### src/rtl/gerenciador_display_temporizado.sv
`default_nettype none
// ============================================================================
// Module   : gerenciador_display_temporizado
// Brief    : Single 7-segment digit manager for the elevator cabin. Shows
//            either the current floor or the occupancy. The source is chosen
//            by timed auto-alternation or by a fixed mode, and motion always
//            forces the floor. The occupancy digit blinks while the cabin is
//            over capacity.
// Revision : 1.0 - initial release
// ============================================================================
module gerenciador_display_temporizado #(
    parameter int LARG_ANDAR     = 2,
    parameter int LARG_PESSOAS   = 4,
    parameter int LIMITE_PESSOAS = 8,
    parameter int CICLOS_TROCA   = 50000000,
    parameter int CICLOS_PISCA   = 12500000
) (
    input  logic                    clk,
    input  logic                    reset,
    input  logic [LARG_ANDAR-1:0]   andar,
    input  logic [LARG_PESSOAS-1:0] pessoas,
    input  logic [1:0]              modo,
    input  logic                    em_movimento,
    output logic [6:0]              segmentos,
    output logic                    exibindo_pessoas,
    output logic                    alerta_lotacao
);

    // Counter widths and terminal values
    localparam int c_W_TROCA = (CICLOS_TROCA > 2) ? $clog2(CICLOS_TROCA) : 1;
    localparam int c_W_PISCA = (CICLOS_PISCA > 2) ? $clog2(CICLOS_PISCA) : 1;
    localparam logic [c_W_TROCA-1:0] c_FIM_TROCA = c_W_TROCA'(CICLOS_TROCA - 1);
    localparam logic [c_W_PISCA-1:0] c_FIM_PISCA = c_W_PISCA'(CICLOS_PISCA - 1);

    // Displayed value is wide enough for either source and for digit decoding
    localparam int c_LARG_MAX = (LARG_ANDAR > LARG_PESSOAS) ? LARG_ANDAR : LARG_PESSOAS;
    localparam int c_LARG_VAL = (c_LARG_MAX > 4) ? c_LARG_MAX : 4;

    localparam logic [6:0] c_SEG_APAGADO = 7'b0000000;
    localparam logic [6:0] c_SEG_ERRO    = 7'b1001111;

    logic [LARG_ANDAR-1:0]   r_andar;
    logic [LARG_PESSOAS-1:0] r_pessoas;
    logic [1:0]              r_modo;
    logic                    r_mov;

    logic                    r_sel;        // 0 = floor, 1 = occupancy
    logic                    r_auto_prev;  // previous cycle was in auto mode
    logic [c_W_TROCA-1:0]    r_cont_troca;
    logic [c_W_PISCA-1:0]    r_cont_pisca;
    logic                    r_fase_pisca; // 1 = visible half of the blink

    logic                    w_auto;
    logic                    w_alerta;
    logic                    w_sel_next;
    logic [c_W_TROCA-1:0]    w_troca_next;
    logic [c_LARG_VAL-1:0]   w_valor;
    logic [6:0]              w_seg_cod;

    assign w_auto   = !r_mov && (r_modo[0] == r_modo[1]);
    assign w_alerta = (32'(r_pessoas) > 32'(LIMITE_PESSOAS));

    // Register the raw controller inputs; every decision below uses these copies
    always_ff @(posedge clk) begin
        if (reset) begin
            r_andar   <= '0;
            r_pessoas <= '0;
            r_modo    <= 2'b00;
            r_mov     <= 1'b0;
        end else begin
            r_andar   <= andar;
            r_pessoas <= pessoas;
            r_modo    <= modo;
            r_mov     <= em_movimento;
        end
    end

    // Next source: motion, then fixed mode, then auto alternation timer
    always_comb begin
        w_sel_next   = r_sel;
        w_troca_next = r_cont_troca;
        if (r_mov || (r_modo == 2'b01)) begin
            w_sel_next   = 1'b0;
            w_troca_next = '0;
        end else if (r_modo == 2'b10) begin
            w_sel_next   = 1'b1;
            w_troca_next = '0;
        end else if (!r_auto_prev) begin
            // Freshly entered auto: this cycle does not count, so the floor
            // gets a full period before the first swap
            w_sel_next   = 1'b0;
            w_troca_next = '0;
        end else if (r_cont_troca == c_FIM_TROCA) begin
            w_sel_next   = ~r_sel;
            w_troca_next = '0;
        end else begin
            w_troca_next = r_cont_troca + 1'b1;
        end
    end

    // Source selection state and alternation timer
    always_ff @(posedge clk) begin
        if (reset) begin
            r_sel        <= 1'b0;
            r_auto_prev  <= 1'b0;
            r_cont_troca <= '0;
        end else begin
            r_sel        <= w_sel_next;
            r_auto_prev  <= w_auto;
            r_cont_troca <= w_troca_next;
        end
    end

    // Blink timer; parked in the visible phase whenever the alarm is off
    always_ff @(posedge clk) begin
        if (reset || !w_alerta) begin
            r_cont_pisca <= '0;
            r_fase_pisca <= 1'b1;
        end else if (r_cont_pisca == c_FIM_PISCA) begin
            r_cont_pisca <= '0;
            r_fase_pisca <= ~r_fase_pisca;
        end else begin
            r_cont_pisca <= r_cont_pisca + 1'b1;
        end
    end

    assign w_valor = w_sel_next ? c_LARG_VAL'(r_pessoas) : c_LARG_VAL'(r_andar);

    // Decimal digit decoder, anything above nine shows 'E'
    always_comb begin
        w_seg_cod = c_SEG_ERRO;
        if (w_valor <= c_LARG_VAL'(9)) begin
            case (w_valor[3:0])
                4'd0:    w_seg_cod = 7'b1111110;
                4'd1:    w_seg_cod = 7'b0110000;
                4'd2:    w_seg_cod = 7'b1101101;
                4'd3:    w_seg_cod = 7'b1111001;
                4'd4:    w_seg_cod = 7'b0110011;
                4'd5:    w_seg_cod = 7'b1011011;
                4'd6:    w_seg_cod = 7'b1011111;
                4'd7:    w_seg_cod = 7'b1110000;
                4'd8:    w_seg_cod = 7'b1111111;
                4'd9:    w_seg_cod = 7'b1111011;
                default: w_seg_cod = c_SEG_ERRO;
            endcase
        end
    end

    // Output registers; only the occupancy digit is blanked by the alarm
    always_ff @(posedge clk) begin
        if (reset) begin
            segmentos        <= c_SEG_APAGADO;
            exibindo_pessoas <= 1'b0;
            alerta_lotacao   <= 1'b0;
        end else begin
            segmentos        <= (w_sel_next && w_alerta && !r_fase_pisca) ? c_SEG_APAGADO
                                                                          : w_seg_cod;
            exibindo_pessoas <= w_sel_next;
            alerta_lotacao   <= w_alerta;
        end
    end

endmodule
`default_nettype wire

### config.mk
export PLATFORM = sky130hd
export DESIGN_NAME = gerenciador_display_temporizado
export DESIGN_NICKNAME = d
export VERILOG_FILES = /design/src/rtl/gerenciador_display_temporizado.sv
export SDC_FILE = /design/constraint.sdc
export NUM_CORES = 1
export LEC_CHECK = 0
export ABC_CLOCK_PERIOD_IN_PS = 5200
export CAP_MARGIN = 20
export CORE_UTILIZATION = 30
export CTS_CLUSTER_DIAMETER = 120
export DETAILED_ROUTE_END_ITERATION = 16
export GPL_ROUTABILITY_DRIVEN = 0
export SETUP_SLACK_MARGIN = 0.3
export SLEW_MARGIN = 20
export SYNTH_ARGS = -nofsm -noshare
export SYNTH_HDL_FRONTEND = slang
export SYNTH_SLANG_ARGS = --single-unit
export TNS_END_PERCENT = 50
### constraint.sdc
create_clock -name clk -period 5.2 [get_ports clk]
set_input_delay 0.78 -clock clk [delete_from_list [all_inputs] [get_ports clk]]
set_output_delay 0.78 -clock clk [all_outputs]
set_load 0.03 [all_outputs]
==> impl_metrics.yaml <==
run_status:
  outcome: "completed"
detailed_routing:
  drt_pass1_iterations: 4
  finalWirelength_um: 5265
  dr.max_layer_used: "met4"
  drtIter0Drc: 105
  via_count: 2275
  wl_met2_um: 2337
  drc: 0
  wl_per_cell_um: 10.66
  vias_per_cell: 4.605
  m1WireLength_um: 2682
  wl_met3_um: 109
  ant_nets: 0
floorplan:
  io_pins: 20
  dieArea_um2: 10840
  start_util: 0.3142
  dieWidth_um: 104.1
  rows: 36
  chipHeight_um: 104.1
  fp.coreArea_um2: 9955
synth:
  synth_cell_types: 46
  ys_seq_area_frac: 0.4480
  yosys_warnings: 0
  synth_area_um2: 3128
  avgSynthCellArea_um2: 9.310
  synth_ff_type: "dfxtp_1"
  synthDominantCellAreaShare: 0.4480
  yosys_register_bits: 70
  yosys.area.top_type: "dfxtp_1"
  synthCells: 336
  synth_area_leaders: "dfxtp_1 45%, xor2_1 9.8%, nor2_1 7.3%, ha_1 4.4%, nand3_1 3.4%"
  synth_edf_count: 0
  synth_async_sr_flop_share: 0
  syn-num-nets: 358
placed_design:
  dp.final_hpwl_um: 3709
  port_buffers: 19
  dp_cells: 477
  post_dp_cell_area_um2: 3426
layout:
  fin_area_um2: 3626
  final_core_util: 0.3643
  final_cells: 494
  multi_input_area_um2: 1645
  final_cell_mix: "70 x dfxtp_1, 61 x nor2_1, 35 x xor2_1"
  antenna_cells: 0
  seqCellArea_um2: 1401
  fin_nets: 378
  drive_above_1_share: 0.09141
  area.growth.synth_to_final_pct: 15.92
  fillCellCount: 977
  final_common_cell: "dfxtp_1"
pwr:
  power.density_nw_per_um2: 281.4
  irDropWorstVdd_v: 0.0001541
  p_leak_nw: 1.267
timing:
  finalHoldViolCount: 0
  whs_ps: 419.7
  worst_clock_skew_ps: 11.10
  period_needed_ps: 2982
  rsz0062_at_grt: "false"
  final_max_slew_viol_count: 0
  max_freq_ghz: 0.3353
  setup_tns_ps: 0
  max_slew_margin: 0.4765
  setup_viol: 0
  worst_pin_slew_ps: 782.8
  period_share: 0.5735
grt:
  antenna_found_initial: 0
  grt_pass1_vias: 2209
  grt_usage: 0.1070
  grt_start_max_net_pins: 27
  grt_pass1_wl_um: 9666
  overflow: 0
cts:
  cts_max_path_buffers: 2
  clockRootBuffer: "clkbuf_8"
  cts_resized: 0
  tritoncts: "done"
  clkSinkCount: 70
  holdBufCountCts: 0
  postCtsSetupBuffers: 0
  path_clk_slew_ps: 80
  insertion_delay_ps: 340
  cts_buffers: 9
  htreeDepth: 3
min_path:
  hp-class: "flop to flop"
job:
  cap_violations: 0
worst_setup_path:
  critPathMaxFanout: 15
  crit_arrival_ps: 3230
  path_class: "flop to flop"
  start_kind: "flop"
  crit_path_end_kind: "flop"
  required_ps: 5450
-- final timing paths --
path | startpoint | cells past startpoint | slack (ps) | end
max | r_cont_troca[0]$_SDFF_PP0_ | 11 | 2220 | segmentos[4]$_SDFF_PP0_
min | r_mov$_SDFF_PP0_ | 1 | 420 | r_auto_prev$_SDFF_PP0_
max reg2reg | r_cont_troca[0]$_SDFF_PP0_ | 11 | 2220 | segmentos[4]$_SDFF_PP0_
min reg2reg | r_mov$_SDFF_PP0_ | 1 | 420 | r_auto_prev$_SDFF_PP0_
-- sequential cells by signal (all words and copies together), names as in the netlist, 2 cells and up --
name          cells
r_andar           2
segmentos         7
r_modo            2
r_cont_troca     26
r_pessoas         4
r_cont_pisca     24
-- cells by family (layout without fill, tap and decap cells) --
| logic type | count (synthesis) | in the layout | share of synthesized area |
|---|---|---|---|
| multiplexers | 3 | 3 | 0.01280 |
| adder cells (fa/ha/maj) | 11 | 11 | 0.04400 |
| buffers and inverters | 17 | 42 | 0.02600 |
| XOR/XNOR | 47 | 47 | 0.1316 |
| AO/OA/AOI/OAI | 23 | 23 | 0.05879 |
| flip-flops | 70 | 70 | 0.4480 |
| AND/OR/NAND/NOR | 165 | 165 | 0.2788 |
-- area by class of cell --
cell class	instances	share of cell area
multi-input combinational	249	0.4538
sequential	70	0.3865
timing repair buffer	20	0.05659
tap	133	0.04589
clock buffer	11	0.04175
clock inverter	5	0.009317
inverter	6	0.006211
-- critical path: stages, from the launching register on --
cell      delay, ps
dfxtp_1         380
ha_1            250
nand4_2         160
and4bb_1        340
a41o_1          220
o21a_4          250
mux2_4          350
inv_2            90
ha_1            190
nor2_1           70
o41a_1          320
a221oi_2        260
-- layer usage --
layer / global-route usage / vias up
li1: - / 1185
met1: 0.1342 / 1054
met2: 0.1724 / 26
met3: 0.01817 / 10
met4: 0.06327 / 0
met5: 0 / -
-- cell usage after synthesis, types with 2 or more instances --
| cell | count |
|---|---|
| buf_2 | 5 |
| and4_1 | 8 |
| and2_1 | 2 |
| nand3_1 | 21 |
| inv_2 | 2 |
| o211ai_1 | 2 |
| ha_1 | 11 |
| nor2_1 | 61 |
| nand2_1 | 22 |
| a21oi_1 | 5 |
| a31oi_1 | 2 |
| nor3_1 | 5 |
| nor2b_1 | 11 |
| nand4_2 | 2 |
| nand4_1 | 11 |
| and3_1 | 7 |
| inv_1 | 4 |
| nor3b_1 | 3 |
| dfxtp_1 | 70 |
| clkbuf_1 | 5 |
| nand2b_1 | 2 |
| xor2_1 | 35 |
| nor4_2 | 3 |
| a21o_1 | 2 |
| mux2_4 | 2 |
| xnor2_1 | 12 |
| o21ai_0 | 2 |
-- power by group --
group	internal (mW)	leakage, nW	switching [mW]
Combinational	0.0320	0.606	0.0360
Clock	0.198	0.0913	0.201
Sequential	0.546	0.569	0.00709
Total	0.776	1.27	0.244
-- stage by stage --
| stage | power, mW | setup WS, ps |
|---|---|---|
| after detailed placement | 0.6330 | 2022 |
| after global routing | 1.066 | 1983 |
| after floorplan | 0.6097 | 2545 |
| final | 1.020 | 2218 |
| after global placement | 0.6324 | 2125 |
| after CTS | 1.036 | 2206 |
(Power assumes the default switching activity.)
